$ cat src/rtl/uart_cmd_decoder_if.sv
// uart_cmd_decoder_if
//   Bundles the signals between the UART receiver, the command decoder, the
//   VGA register bank and the optional ACK/NAK transmitter path.
//   Signals:
//     rx_strobe  1  one-cycle pulse, rx_byte valid
//     rx_byte    8  received byte
//     rx_error   1  receiver error level (sticky in the receiver)
//     wr_strobe  1  one-cycle register-write pulse
//     wr_addr    8  register address, held until next write
//     wr_data    8  register data, held until next write
//     err_count  8  saturating count of rejected frames
//     ack_valid  1  ACK/NAK byte available
//     ack_byte   8  8'h06 ACK / 8'h15 NAK
//     ack_ready  1  downstream transmitter accepts ack_byte
//   Modports: master = byte source / result sink, slave = decoder.
interface uart_cmd_decoder_if;
    logic       rx_strobe;
    logic [7:0] rx_byte;
    logic       rx_error;
    logic       wr_strobe;
    logic [7:0] wr_addr;
    logic [7:0] wr_data;
    logic [7:0] err_count;
    logic       ack_valid;
    logic [7:0] ack_byte;
    logic       ack_ready;

    modport master (
        output rx_strobe, rx_byte, rx_error, ack_ready,
        input  wr_strobe, wr_addr, wr_data, err_count, ack_valid, ack_byte
    );

    modport slave (
        input  rx_strobe, rx_byte, rx_error, ack_ready,
        output wr_strobe, wr_addr, wr_data, err_count, ack_valid, ack_byte
    );
endinterface

$ cat src/rtl/uart_cmd_decoder.sv
// uart_cmd_decoder
//   Assembles 4-byte frames (SYNC, ADDR, DATA, CHK) from UART receiver bytes
//   and issues a single-cycle register write for each frame whose CHK equals
//   ADDR^DATA. Bad checksums, in-frame timeouts and receiver-error rising
//   edges abort the frame and bump a saturating error counter.
//   Ports:
//     clk  1  system clock
//     rst  1  asynchronous reset, active-high
//     bus     uart_cmd_decoder_if.slave (rx bytes in, register write,
//             error count and ACK/NAK handshake out)
//   Parameters:
//     SYNC_BYTE     frame start marker
//     TIMEOUT_CLKS  idle clocks tolerated between bytes inside a frame
//   Build option:
//     UART_CMD_ACK_EN  when defined, each checksum decision produces an
//                      ACK (8'h06) or NAK (8'h15) on a valid/ready output;
//                      otherwise ack_valid/ack_byte are tied low.
module uart_cmd_decoder #(
    parameter logic [7:0]  SYNC_BYTE    = 8'hA5,
    parameter int unsigned TIMEOUT_CLKS = 250000
) (
    input logic               clk,
    input logic               rst,
    uart_cmd_decoder_if.slave bus
);
    localparam int unsigned          CNT_W    = $clog2(TIMEOUT_CLKS);
    localparam logic [CNT_W-1:0]     CNT_LAST = CNT_W'(TIMEOUT_CLKS - 1);
    localparam logic [7:0]           ACK_BYTE = 8'h06;
    localparam logic [7:0]           NAK_BYTE = 8'h15;

    typedef enum logic [1:0] {
        S_SYNC,
        S_ADDR,
        S_DATA,
        S_CHK
    } state_t;

    state_t           state, state_next;
    logic [CNT_W-1:0] cnt, cnt_next;
    logic [7:0]       addr_q, addr_next;
    logic [7:0]       data_q, data_next;
    logic             rx_error_q;
    logic             wr_strobe_q, wr_strobe_next;
    logic [7:0]       wr_addr_q, wr_addr_next;
    logic [7:0]       wr_data_q, wr_data_next;
    logic [7:0]       err_count_q, err_count_next;
    logic             err_bump;
    logic             err_rise;
    logic             timeout;
    logic             result_valid;
    logic             result_ok;

    assign err_rise = bus.rx_error & ~rx_error_q;
    assign timeout  = (cnt == CNT_LAST);

    always_ff @(posedge clk or posedge rst) begin
        if (rst) begin
            state       <= S_SYNC;
            cnt         <= '0;
            addr_q      <= '0;
            data_q      <= '0;
            rx_error_q  <= 1'b0;
            wr_strobe_q <= 1'b0;
            wr_addr_q   <= '0;
            wr_data_q   <= '0;
            err_count_q <= '0;
        end else begin
            state       <= state_next;
            cnt         <= cnt_next;
            addr_q      <= addr_next;
            data_q      <= data_next;
            rx_error_q  <= bus.rx_error;
            wr_strobe_q <= wr_strobe_next;
            wr_addr_q   <= wr_addr_next;
            wr_data_q   <= wr_data_next;
            err_count_q <= err_count_next;
        end
    end

    // Inside a frame the abort priority is: receiver-error edge, then a
    // received byte, then timeout (so a byte landing on the timeout cycle
    // is still accepted).
    always_comb begin
        state_next     = state;
        cnt_next       = cnt;
        addr_next      = addr_q;
        data_next      = data_q;
        wr_strobe_next = 1'b0;
        wr_addr_next   = wr_addr_q;
        wr_data_next   = wr_data_q;
        err_bump       = 1'b0;
        result_valid   = 1'b0;
        result_ok      = 1'b0;

        if (state == S_SYNC) begin
            cnt_next = '0;
            if (bus.rx_strobe && (bus.rx_byte == SYNC_BYTE)) begin
                state_next = S_ADDR;
            end
        end else if (err_rise) begin
            state_next = S_SYNC;
            cnt_next   = '0;
            err_bump   = 1'b1;
        end else if (bus.rx_strobe) begin
            cnt_next = '0;
            case (state)
                S_ADDR: begin
                    addr_next  = bus.rx_byte;
                    state_next = S_DATA;
                end
                S_DATA: begin
                    data_next  = bus.rx_byte;
                    state_next = S_CHK;
                end
                S_CHK: begin
                    state_next   = S_SYNC;
                    result_valid = 1'b1;
                    if (bus.rx_byte == (addr_q ^ data_q)) begin
                        result_ok      = 1'b1;
                        wr_strobe_next = 1'b1;
                        wr_addr_next   = addr_q;
                        wr_data_next   = data_q;
                    end else begin
                        err_bump = 1'b1;
                    end
                end
                default: state_next = S_SYNC;
            endcase
        end else if (timeout) begin
            state_next = S_SYNC;
            cnt_next   = '0;
            err_bump   = 1'b1;
        end else begin
            cnt_next = cnt + 1'b1;
        end

        err_count_next = err_count_q;
        if (err_bump && (err_count_q != 8'hFF)) begin
            err_count_next = err_count_q + 8'd1;
        end
    end

    assign bus.wr_strobe = wr_strobe_q;
    assign bus.wr_addr   = wr_addr_q;
    assign bus.wr_data   = wr_data_q;
    assign bus.err_count = err_count_q;

`ifdef UART_CMD_ACK_EN
    logic       ack_valid_q;
    logic [7:0] ack_byte_q;

    // A fresh result overwrites a still-pending one and keeps valid high.
    always_ff @(posedge clk or posedge rst) begin
        if (rst) begin
            ack_valid_q <= 1'b0;
            ack_byte_q  <= '0;
        end else if (result_valid) begin
            ack_valid_q <= 1'b1;
            ack_byte_q  <= result_ok ? ACK_BYTE : NAK_BYTE;
        end else if (ack_valid_q && bus.ack_ready) begin
            ack_valid_q <= 1'b0;
        end
    end

    assign bus.ack_valid = ack_valid_q;
    assign bus.ack_byte  = ack_byte_q;
`else
    logic unused_ack;

    assign unused_ack    = bus.ack_ready ^ result_valid ^ result_ok
                         ^ (ACK_BYTE[0] & NAK_BYTE[0]);
    assign bus.ack_valid = 1'b0;
    assign bus.ack_byte  = '0;
`endif

endmodule

$ cat src/flat_wrapper.sv
// flat-port wrapper written by rule: the top's interface ports become plain ports
module uart_cmd_decoder_flat 
#(
    parameter logic [7:0]  SYNC_BYTE    = 8'hA5,
    parameter int unsigned TIMEOUT_CLKS = 250000
)
  (clk, rst, bus_rx_strobe, bus_rx_byte, bus_rx_error, bus_ack_ready, bus_wr_strobe, bus_wr_addr, bus_wr_data, bus_err_count, bus_ack_valid, bus_ack_byte);
  uart_cmd_decoder_if bus_i ();
  input logic clk;
  input logic rst;
  input wire logic [$bits(bus_i.rx_strobe)-1:0] bus_rx_strobe;
  input wire logic [$bits(bus_i.rx_byte)-1:0] bus_rx_byte;
  input wire logic [$bits(bus_i.rx_error)-1:0] bus_rx_error;
  input wire logic [$bits(bus_i.ack_ready)-1:0] bus_ack_ready;
  output wire logic [$bits(bus_i.wr_strobe)-1:0] bus_wr_strobe;
  output wire logic [$bits(bus_i.wr_addr)-1:0] bus_wr_addr;
  output wire logic [$bits(bus_i.wr_data)-1:0] bus_wr_data;
  output wire logic [$bits(bus_i.err_count)-1:0] bus_err_count;
  output wire logic [$bits(bus_i.ack_valid)-1:0] bus_ack_valid;
  output wire logic [$bits(bus_i.ack_byte)-1:0] bus_ack_byte;
  assign bus_i.rx_strobe = bus_rx_strobe;
  assign bus_i.rx_byte = bus_rx_byte;
  assign bus_i.rx_error = bus_rx_error;
  assign bus_i.ack_ready = bus_ack_ready;
  assign bus_wr_strobe = bus_i.wr_strobe;
  assign bus_wr_addr = bus_i.wr_addr;
  assign bus_wr_data = bus_i.wr_data;
  assign bus_err_count = bus_i.err_count;
  assign bus_ack_valid = bus_i.ack_valid;
  assign bus_ack_byte = bus_i.ack_byte;
  uart_cmd_decoder #(.SYNC_BYTE(SYNC_BYTE), .TIMEOUT_CLKS(TIMEOUT_CLKS)) u_core (.clk(clk), .rst(rst), .bus(bus_i));
endmodule
$ cat config.mk
export PLATFORM = sky130hd
export DESIGN_NAME = uart_cmd_decoder_flat
export DESIGN_NICKNAME = d
export VERILOG_FILES = /design/src/rtl/uart_cmd_decoder_if.sv /design/src/rtl/uart_cmd_decoder.sv /design/src/flat_wrapper.sv
export SDC_FILE = /design/constraint.sdc
export NUM_CORES = 1
export LEC_CHECK = 0
export CAP_MARGIN = 20
export CELL_PAD_IN_SITES_DETAIL_PLACEMENT = 0
export CELL_PAD_IN_SITES_GLOBAL_PLACEMENT = 2
export CORE_UTILIZATION = 39
export CTS_CLUSTER_DIAMETER = 60
export CTS_CLUSTER_SIZE = 20
export DETAILED_ROUTE_END_ITERATION = 8
export PLACE_DENSITY_LB_ADDON = 0.12
export SYNTH_ARGS = -nofsm -noshare
export SYNTH_HDL_FRONTEND = slang
export SYNTH_SLANG_ARGS = --single-unit
$ cat constraint.sdc
create_clock -name clk -period 6.1 [get_ports clk]
set_input_delay 1.22 -clock clk [delete_from_list [all_inputs] [get_ports clk]]
set_output_delay 1.22 -clock clk [all_outputs]
set_load 0.03 [all_outputs]
==> results_dict.tcl <==
set metrics [dict create \
    cts_hold_buf 0 \
    leakagePower_uw 0.00164 \
    drcViolationCount 0 \
    seq_power_share 0.429 \
    gr-usage-all-layers 0.150 \
    rsz0062_at_grt "no" \
    port_buffers 36 \
    clockBufferDepth 2 \
    die_area_sq_mm 0.00812 \
    fillCellCount 669 \
    nNetsFinal 299 \
    grt_overflow_total 0 \
    wl_met3_um 173 \
    p_per_area_mw_per_mm2 347 \
    period_share 0.542 \
    status "complete, no violations" \
    antenna_found_initial 0 \
    hold_depth 1 \
    numCtsBuffers 9 \
    max_freq_ghz 0.303 \
    async_flop_share 1.00 \
    synth_edf_count 0 \
    totalPowerFinal_uw 1270 \
    area_growth_pct 20.9 \
    cts_resized 0 \
    met1_length_mm 2.74 \
    hold_viol_final 0 \
    viasPerCell 4.92 \
    wire_per_inst_um 14.2 \
    htreeDepth 3 \
    die_h_um 90.1 \
    p_sw_uw 406 \
    combPwrFrac 0.287 \
    hpwl_mm 3.72 \
    start_util 0.411 \
    critical_path.startpoint "bus_rx_byte[0]" \
    drtAntennaViolNets 0 \
    period_needed_ps 3300 \
    r2r-start "u_core.state[0]$_DFFE_PP0P_" \
    clockPowerShare 0.283 \
    whs_endpoint "u_core.bus.err_count[6]$_DFFE_PP0P_" \
    final_common_cell "dfrtp_1" \
    dr_wl_met2_mm 2.38 \
    rr_worst_depth 7 \
    clk_pin_slew_worst_paths_ps 70 \
    clk_latency_ps 330 \
    max_slew.worst_pin.slew_ps 787 \
    netlist_instances 236 \
    r2r-end "u_core.bus.wr_addr[0]$_DFFE_PP0P_" \
    synth.cell_area_sq_mm 0.00303 \
    yosysWarnings 0 \
    critical_path_arrival_ps 3520 \
    synth-main-ff-cell "dfrtp_1" \
    finClkSkew_ps 9.84 \
    cts_tree "done" \
    grt_pass1_vias 1932 \
    highest_layer "met4" \
    relSlewSlack 0.476 \
    hold_path_class "flip-flop to flip-flop" \
    ys_ff_latch 62 \
    grt_pass1_wl_mm 9.51 \
    vias 1880 \
    hold_start "u_core.bus.err_count[6]$_DFFE_PP0P_" \
    row_count 31 \
    critPathRequiredTime_ps 6310 \
    p_sw_frac 0.319 \
    die_w_um 90.1 \
    gp_congestion 0.721 \
    yosysUniqueCellTypes 41 \
    dr.pass1.iters 4 \
    io_pins 47 \
    start_kind "input pin" \
    fin_util 0.497 \
    cts_sinks 62 \
    syn_area_per_cell_sq_um 12.8 \
    layout_common_cells "dfrtp_1, clkdlybuf4s50_1, mux2_2" \
    peakVddDrop_mv 0.215 \
    cts-root-buf "clkbuf_8" \
    internal_power_uw 865 \
    wl_mm 5.42 \
    drv_cap 0 \
    crit_type "input pin to flip-flop" \
    post_cts_buffers 0 \
    endpoint_kind "flip-flop" \
    r2r_setup_slack_ps 3610 \
    setup_tns_ps 0 \
    drtIter0Drc 55 \
    diodes 0 \
    grt_max_degree 63 \
    cp_max_fo 9 \
    synth.yosys.seq_area_share 0.513 \
    setup_violations 0 \
    drive_above_1_share 0.212 \
    core_area_sq_mm 0.00737 \
    drv_slew 0 \
]
cells in the mapped netlist (2+ instances only):
cell	number	share of area
nor2_1	25	0.031
a2111oi_1	2	0.0066
nor4_1	3	0.0062
mux2_2	33	0.12
nand4_1	5	0.010
nand3_1	13	0.021
nor2b_1	3	0.0062
xnor2_1	5	0.014
nand2_1	9	0.011
xnor3_1	6	0.045
buf_4	9	0.022
xnor3_2	2	0.016
inv_1	7	0.0087
ha_1	6	0.025
dfrtp_1	62	0.51
buf_2	2	0.0033
xor2_1	18	0.052
a211oi_1	3	0.0074
worst max-delay path by stage:
| stage | end | slack, ps |
|---|---|---|
| 3_5_place_dp | u_core.bus.wr_addr[0]$_DFFE_PP0P_ | 2390 |
| 5_1_grt | u_core.bus.wr_data[0]$_DFFE_PP0P_ | 2660 |
| 2_1_floorplan | u_core.addr_q[0]$_DFFE_PP0P_ | 3340 |
| 4_1_cts | u_core.bus.wr_addr[0]$_DFFE_PP0P_ | 2740 |
| 6_report | u_core.bus.wr_addr[0]$_DFFE_PP0P_ | 2800 |
| 3_3_place_gp | u_core.bus.wr_addr[5]$_DFFE_PP0P_ | 2430 |
flip-flops by register name, indices dropped and copies added (netlist names):
| name | flops |
|---|---|
| u_core.bus.wr_data | 8 |
| u_core.rx_error_q | 1 |
| u_core.bus.wr_strobe | 1 |
| u_core.addr_q | 8 |
| u_core.data_q | 8 |
| u_core.state | 2 |
| u_core.cnt | 18 |
| u_core.bus.wr_addr | 8 |
| u_core.bus.err_count | 8 |
cell type report:
cell class                 count  area, sq um  share of cell area
tap                           99          124              0.0338
clock inverter                 3         45.0              0.0123
timing repair buffer          38          375               0.103
clock buffer                  11          151              0.0414
multi-input combinational    162         1390               0.379
sequential                    62         1550               0.424
inverter                       7         26.3             0.00718
worst max-delay path, stage by stage:
cell	delay (ps)
clkdlybuf4s50_1	480
xnor3_1	370
nand4_4	150
nor4_4	640
buf_4	300
mux2_2	350
power groups by stage:
stage	registers (uW)	clock network, uW	logic [uW]
final	545	360	365
after detailed placement	555	0	369
after CTS	547	373	371
after global placement	552	0	366
after global routing	559	389	398
after floorplan	574	0	254
kinds of logic after synthesis:
family	Yosys count	share of synthesized area
mux	33	0.123
other cells	1	0.00124
simple gates	70	0.129
compound gates	13	0.0438
flops	62	0.513
fa+ha+maj	6	0.0248
buf+inv	20	0.0393
xor+xnor	31	0.127
metrics by stage:
step	setup slack, ps	instances	cell area (sq um)	hold WS [ps]
after floorplan	3340	244	3060	448
after global placement	2430	368	3460	476
after detailed placement	2390	368	3460	486
after CTS	2740	382	3660	497
after global routing	2660	382	3660	525
final	2800	382	3660	488
layer usage:
metal	track usage	vias to the layer above
met1	0.209	932
li1	-	900
met3	0.0262	8
met5	0	-
met2	0.223	40
met4	0.0766	0
No activity file was read; power rests on OpenSTA's default activity.
